==> src/rtl/ping_scheduler_pkg.sv <==
// ping_scheduler_pkg: state encoding, default timing and sizing helpers shared by
// the ping burst scheduler and its down-counter.
`default_nettype none

package ping_scheduler_pkg;

   typedef enum logic [2:0] {
      ST_IDLE   = 3'd0,
      ST_TRIG   = 3'd1,
      ST_WAIT   = 3'd2,
      ST_HOLD   = 3'd3,
      ST_REPORT = 3'd4,
      ST_PERIOD = 3'd5
   } state_t;

   // Defaults assume clk = 100 MHz / 256 = 390.625 kHz (2.56 us per cycle).
   localparam int unsigned DEF_HOLDOFF_CYC = 80;     // ~205 us echo decay
   localparam int unsigned DEF_TIMEOUT_CYC = 16000;  // ~41 ms, beyond max echo range
   localparam int unsigned DEF_PERIOD_CYC  = 39000;  // ~100 ms between auto bursts
   localparam int unsigned DEF_CNT_W       = 16;

   localparam int unsigned MAX_AVG_LOG2    = 4;
   localparam int unsigned RESULT_W        = 8;

   function automatic int unsigned idx_width(input int unsigned avg_log2);
      return (avg_log2 == 0) ? 1 : avg_log2;
   endfunction

endpackage

`default_nettype wire

==> src/rtl/ping_scheduler_timer.sv <==
// ping_scheduler_timer: loadable down-counter that stops at zero, shared by the
// timeout, holdoff and period phases.
`default_nettype none

module ping_scheduler_timer #(
   parameter int unsigned CNT_W = 16
) (
   input  logic             clk,
   input  logic             reset_n,
   input  logic             load_i,
   input  logic [CNT_W-1:0] value_i,
   input  logic             en_i,
   output logic             zero_o
);

   logic [CNT_W-1:0] cnt_q;

   always_ff @(posedge clk or negedge reset_n) begin
      if (!reset_n) begin
         cnt_q <= '0;
      end else if (load_i) begin
         cnt_q <= value_i;
      end else if (en_i && (cnt_q != '0)) begin
         cnt_q <= cnt_q - 1'b1;
      end
   end

   assign zero_o = (cnt_q == '0);

endmodule

`default_nettype wire

==> src/rtl/ping_scheduler.sv <==
// ping_scheduler: burst sequencer for the ping ultrasonic core. Triggers pings,
// enforces holdoff and timeout, and publishes the mean of 2^AVG_LOG2 samples.
`default_nettype none

module ping_scheduler
   import ping_scheduler_pkg::*;
#(
   parameter int unsigned AVG_LOG2    = 2,
   parameter int unsigned HOLDOFF_CYC = DEF_HOLDOFF_CYC,
   parameter int unsigned TIMEOUT_CYC = DEF_TIMEOUT_CYC,
   parameter int unsigned PERIOD_CYC  = DEF_PERIOD_CYC,
   parameter int unsigned CNT_W       = DEF_CNT_W
) (
   input  logic                clk,
   input  logic                reset_n,
   input  logic                go,
   input  logic                auto_en,
   input  logic                inches_in,
   output logic                ping_go,
   output logic                ping_inches,
   input  logic                ping_done,
   input  logic [RESULT_W-1:0] ping_result,
   output logic [RESULT_W-1:0] result,
   output logic                result_valid,
   output logic                busy,
   output logic                timeout_err,
   output logic [2:0]          state_dbg
);

   localparam int unsigned      ACC_W      = RESULT_W + AVG_LOG2;
   localparam int unsigned      IDX_W      = idx_width(AVG_LOG2);
   localparam logic [IDX_W-1:0] LAST_IDX   = IDX_W'((32'd1 << AVG_LOG2) - 32'd1);
   localparam logic [CNT_W-1:0] TIMEOUT_LD = CNT_W'(TIMEOUT_CYC - 1);
   localparam logic [CNT_W-1:0] HOLDOFF_LD = CNT_W'(HOLDOFF_CYC - 1);
   localparam logic [CNT_W-1:0] PERIOD_LD  = CNT_W'(PERIOD_CYC - 1);

   state_t                state_q, state_d;
   logic [ACC_W-1:0]      acc_q, acc_d;
   logic [IDX_W-1:0]      idx_q, idx_d;
   logic [RESULT_W-1:0]   result_q, result_d;
   logic                  err_q, err_d;
   logic                  inches_q, inches_d;
   logic [ACC_W-1:0]      sum;
   logic                  start;
   logic                  tmr_load;
   logic                  tmr_en;
   logic                  tmr_zero;
   logic [CNT_W-1:0]      tmr_val;

   ping_scheduler_timer #(
      .CNT_W (CNT_W)
   ) u_timer (
      .clk     (clk),
      .reset_n (reset_n),
      .load_i  (tmr_load),
      .value_i (tmr_val),
      .en_i    (tmr_en),
      .zero_o  (tmr_zero)
   );

   assign sum = acc_q + ACC_W'(ping_result);

   always_ff @(posedge clk or negedge reset_n) begin
      if (!reset_n) begin
         state_q  <= ST_IDLE;
         acc_q    <= '0;
         idx_q    <= '0;
         result_q <= '0;
         err_q    <= 1'b0;
         inches_q <= 1'b0;
      end else begin
         state_q  <= state_d;
         acc_q    <= acc_d;
         idx_q    <= idx_d;
         result_q <= result_d;
         err_q    <= err_d;
         inches_q <= inches_d;
      end
   end

   always_comb begin
      state_d  = state_q;
      acc_d    = acc_q;
      idx_d    = idx_q;
      result_d = result_q;
      err_d    = err_q;
      inches_d = inches_q;
      start    = 1'b0;
      tmr_load = 1'b0;
      tmr_en   = 1'b0;
      tmr_val  = '0;

      case (state_q)
         ST_IDLE: begin
            if (go || auto_en) start = 1'b1;
         end
         ST_TRIG: begin
            tmr_load = 1'b1;
            tmr_val  = TIMEOUT_LD;
            state_d  = ST_WAIT;
         end
         ST_WAIT: begin
            // A done arriving on the expiry cycle still counts as a sample.
            if (ping_done) begin
               acc_d = sum;
               if (idx_q == LAST_IDX) begin
                  result_d = sum[AVG_LOG2 +: RESULT_W];
                  state_d  = ST_REPORT;
               end else begin
                  idx_d    = idx_q + 1'b1;
                  tmr_load = 1'b1;
                  tmr_val  = HOLDOFF_LD;
                  state_d  = ST_HOLD;
               end
            end else if (tmr_zero) begin
               err_d    = 1'b1;
               tmr_load = 1'b1;
               tmr_val  = PERIOD_LD;
               state_d  = auto_en ? ST_PERIOD : ST_IDLE;
            end else begin
               tmr_en = 1'b1;
            end
         end
         ST_HOLD: begin
            if (tmr_zero) state_d = ST_TRIG;
            else          tmr_en  = 1'b1;
         end
         ST_REPORT: begin
            tmr_load = 1'b1;
            tmr_val  = PERIOD_LD;
            state_d  = auto_en ? ST_PERIOD : ST_IDLE;
         end
         ST_PERIOD: begin
            if (!auto_en)      state_d = ST_IDLE;
            else if (tmr_zero) start   = 1'b1;
            else               tmr_en  = 1'b1;
         end
         default: state_d = ST_IDLE;
      endcase

      if (start) begin
         acc_d    = '0;
         idx_d    = '0;
         err_d    = 1'b0;
         inches_d = inches_in;
         state_d  = ST_TRIG;
      end
   end

   always_comb begin
      ping_go      = (state_q == ST_TRIG);
      result_valid = (state_q == ST_REPORT);
      busy         = (state_q != ST_IDLE);
      state_dbg    = state_q;
   end

   assign ping_inches = inches_q;
   assign result      = result_q;
   assign timeout_err = err_q;

endmodule

`default_nettype wire

==> config.mk <==
export PLATFORM = sky130hd
export DESIGN_NAME = ping_scheduler
export DESIGN_NICKNAME = d
export VERILOG_FILES = /design/src/rtl/ping_scheduler_pkg.sv /design/src/rtl/ping_scheduler_timer.sv /design/src/rtl/ping_scheduler.sv
export SDC_FILE = /design/constraint.sdc
export NUM_CORES = 1
export LEC_CHECK = 0
export ABC_AREA = 1
export CAP_MARGIN = 20
export CORE_MARGIN = 1
export CORE_UTILIZATION = 41
export CTS_CLUSTER_SIZE = 20
export DETAILED_ROUTE_END_ITERATION = 8
export GPL_TIMING_DRIVEN = 0
export PLACE_DENSITY = 0.71
export SLEW_MARGIN = 20
export SYNTH_ARGS = -nofsm -noshare
export SYNTH_HDL_FRONTEND = slang
export SYNTH_SLANG_ARGS = --single-unit
export TNS_END_PERCENT = 1
==> constraint.sdc <==
create_clock -name clk -period 4.1 [get_ports clk]
set_input_delay 0.41 -clock clk [delete_from_list [all_inputs] [get_ports clk]]
set_output_delay 0.41 -clock clk [all_outputs]
set_load 0.05 [all_outputs]
==> metrics.md <==
| Metric | Value |
|---|---|
| Die height | `82.8 um` |
| Hold_ws | `~6.5 ps` |
| Post-DRT Antenna Nets | `0` |
| First-pass GRT wire length | `~11000 um` |
| VDD IR max | `0.681 mV` |
| Post-synthesis compound-gate area fraction | `0.0659` |
| CTS HTree Levels | `2` |
| Vias per cell | `5.05` |
| Synth Register Bits | `a little over 40` |
| Period utilization | `0.583` |
| Slew Limit Fails | `0` |
| Die W | `around 83 um` |
| Synthesized area | `approximately 2700 um^2` |
| Post-CTS Resized | `0` |
| Register area share after synthesis | `0.383` |
| Final #Nets | `~440` |
| PortBufs | `29` |
| Later-pin clock latency in the skew report | `roughly 300 ps` |
| Final HPWL DP | `4460 um` |
| CP cell instances | `inv_1 > nand2_1 > nor2_1 > clkdlybuf4s50_1` |
| Mapped Cells | `roughly 380` |
| Layout area overhead | `19.1%` |
| DRT iter0 DRCs | `approximately 180` |
| N_diodes | `0` |
| Slew headroom | `0.662` |
| Worst Setup End Kind | `primary output` |
| Core area | `around 6300 um^2` |
| Final worst path period need | `~2400 ps` |
| CP max-delay cell | `clkdlybuf4s50_1` |
| Clk buf depth | `2` |
| Setup TNS | `0 ps` |
| I/O pin count | `30` |
| Die Area | `slightly below 7000 um^2` |
| Initial DRT Pass Iterations | `4` |
| Congestion Overflow GR | `0` |
| Initial core utilization | `0.424` |
| WS Path Type | `reg2out` |
| CTS tree | `yes` |
| Post-Synth Simple-Gate Area | `0.395` |
| Maximum capacitance violations | `0` |
| Ys Warns | `0` |
| Largest net degree at the start of global routing | `30` |
| Syn nets | `405` |
| Final setup fails | `0` |
| Mux share of post-synthesis cell area | `0` |
| Status | `finished clean` |
| Crit Path Max Fanout | `4` |
| Initial antenna violation count | `0` |
| Setup bufs post-CTS | `0` |
| Fillcell total | `roughly 640` |
| Remaining DRCs | `0` |
| CTS root buf | `clkbuf_8` |
| Total power | `2.40 mW` |
| CTS Buf Count | `5` |
| XOR/XNOR share of the synthesized area | `0.0327` |
| Routed wire per std cell | `~12 um` |
| Synth cell types | `24` |
| HP Class | `in2async` |
| # placed instances | `approximately 490` |
| Vias in the first global route | `about 2400` |
| Worst Tran Pin Value | `~510 ps` |
| CP max stage delay | `~860 ps` |
| Final cell count without fillers | `494` |
| F_max | `~0.42 GHz` |
| Final hold violation count | `0` |
| GP Congestion | `between 0.8 and 0.9` |
| Leak Pwr | `between 1.5 and 2 nW` |
| Hold_buf cts | `0` |
| Final wirelength | `6150 um` |
| Largest family of logic cells by synthesized area | `simple AND/OR/NAND/NOR gates` |
| Synth Area in Adders | `0.0589` |
| Detailed-route via count | `2493` |
| Final design utilization | `0.506` |
| Setup Skew | `10.2 ps` |
| RSZ-0062 raised after global routing | `no` |
| GRT Overall Usage | `0.192` |
| Avg Inst Size Synth | `7.07 um^2` |
| CP Data Required Time | `around 3700 ps` |
| Pwr per Cell Area | `between 700 and 800 nW/um^2` |
| Crit path launch type | `flop` |
| R2R depth | `9` |
| Worst EP arrival | `~2000 ps` |
| Clk pin slew, worst setup/hold paths | `roughly 80 ps` |
| Layout cell share with drive strength beyond 1 | `0.0839` |
| # clock sinks | `41` |
| Rows | `29` |
==> critical path, delay by kind of cell (launching register included) <==
| family | cells | cell delay (ps) |
|---|---|---|
| buf+inv | 2 | 980 |
| flops | 1 | 430 |
| simple gates | 2 | 290 |
==> sequential cells by signal, summed over array words and instances (netlist names) <==
signal / flops
acc_q: 10
idx_q: 2
ping_inches: 1
result: 8
state_dbg: 3
timeout_err: 1
u_timer.cnt_q: 16
==> kinds of logic (layout without fill, tap and decap cells) <==
logic type,count (synthesis),in the layout
and+or+nand+nor,242,242
buffers and inverters,42,80
AOI/OAI and AO/OA,32,32
DFF,41,41
adders and majority gates,12,12
xor gates and xnor gates,10,10
==> cells in the mapped netlist <==
library cell / instances / area share
nand2_2: 5 / 0.012
inv_2: 3 / 0.0042
xnor2_1: 4 / 0.013
dfrtp_1: 41 / 0.38
nor2_2: 5 / 0.012
buf_2: 1 / 0.0019
nand3_1: 26 / 0.049
fa_1: 1 / 0.0075
inv_1: 36 / 0.050
o21ai_1: 2 / 0.0037
nand2_1: 142 / 0.20
nor2_1: 44 / 0.062
nand3_2: 2 / 0.0075
buf_6: 2 / 0.0084
ha_1: 11 / 0.051
nand4_1: 4 / 0.0093
nand3b_1: 8 / 0.022
nor3_1: 1 / 0.0019
o21ai_0: 17 / 0.032
a21oi_1: 8 / 0.015
nor2_4: 5 / 0.021
o21bai_1: 2 / 0.0056
xor2_1: 6 / 0.020
o21ai_2: 3 / 0.0098
==> report_power, final <==
| part | total (mW) | switching (mW) | leakage (nW) | internal (mW) |
|---|---|---|---|---|
| Combinational | 1.38 | 0.912 | 1.04 | 0.471 |
| Clock | 0.335 | 0.152 | 0.0554 | 0.183 |
| Sequential | 0.684 | 0.127 | 0.520 | 0.557 |
| Total | 2.40 | 1.19 | 1.61 | 1.21 |
==> per-stage QoR <==
step	setup WS (ps)	area (um^2)
3_3_place_gp	1510	3070
6_report	1710	3190
3_5_place_dp	1490	3080
2_1_floorplan	1810	2680
4_1_cts	1700	3190
5_1_grt	1600	3190
==> area by class of cell <==
| cell class | instances | area [um^2] | share of cell area |
|---|---|---|---|
| Clock inverter | 2 | 38.8 | 0.0122 |
| Inverter | 39 | 146 | 0.0459 |
| Timing Repair Buffer | 30 | 305 | 0.0956 |
| Buffer | 3 | 27.5 | 0.00862 |
| Multi-Input combinational cell | 296 | 1480 | 0.463 |
| Tap cell | 77 | 96.3 | 0.0302 |
| Sequential cell | 41 | 1030 | 0.321 |
| Clock buffer | 6 | 72.6 | 0.0227 |
==> per-layer routing <==
layer	part of all wire	GRT usage	vias up
met1	0.48	0.262	1163
met4	0.0098	0.0502	0
met5	0	0	-
met3	0.036	0.0278	6
li1	-	-	1268
met2	0.48	0.321	56
==> path summary, 6_finish.rpt <==
kind                              start          endpoint  slack, ps
max reg2reg                    acc_q[0]         result[4]       2010
min in group clk              result[4]         result[4]        480
max in group asynchronous       reset_n          acc_q[9]       3640
min reg2reg                   result[4]         result[4]        480
max                        state_dbg[1]           ping_go       1710
min                             reset_n  u_timer.cnt_q[6]          6
==> cell usage in the layout, fill, tap and decap left out, types with 3 or more instances in the layout <==
master	count
xor2_1	6
clkbuf_8	5
nand3b_1	8
clkdlybuf4s50_1	28
ha_1	11
nand4_1	4
nor2_1	44
o21ai_0	17
inv_1	36
nor2_4	5
xnor2_1	4
o21ai_2	3
dfrtp_1	41
inv_2	3
nand2_2	5
a21oi_1	8
nand3_1	26
nor2_2	5
nand2_1	142
Power figures use the tool's default switching activity.
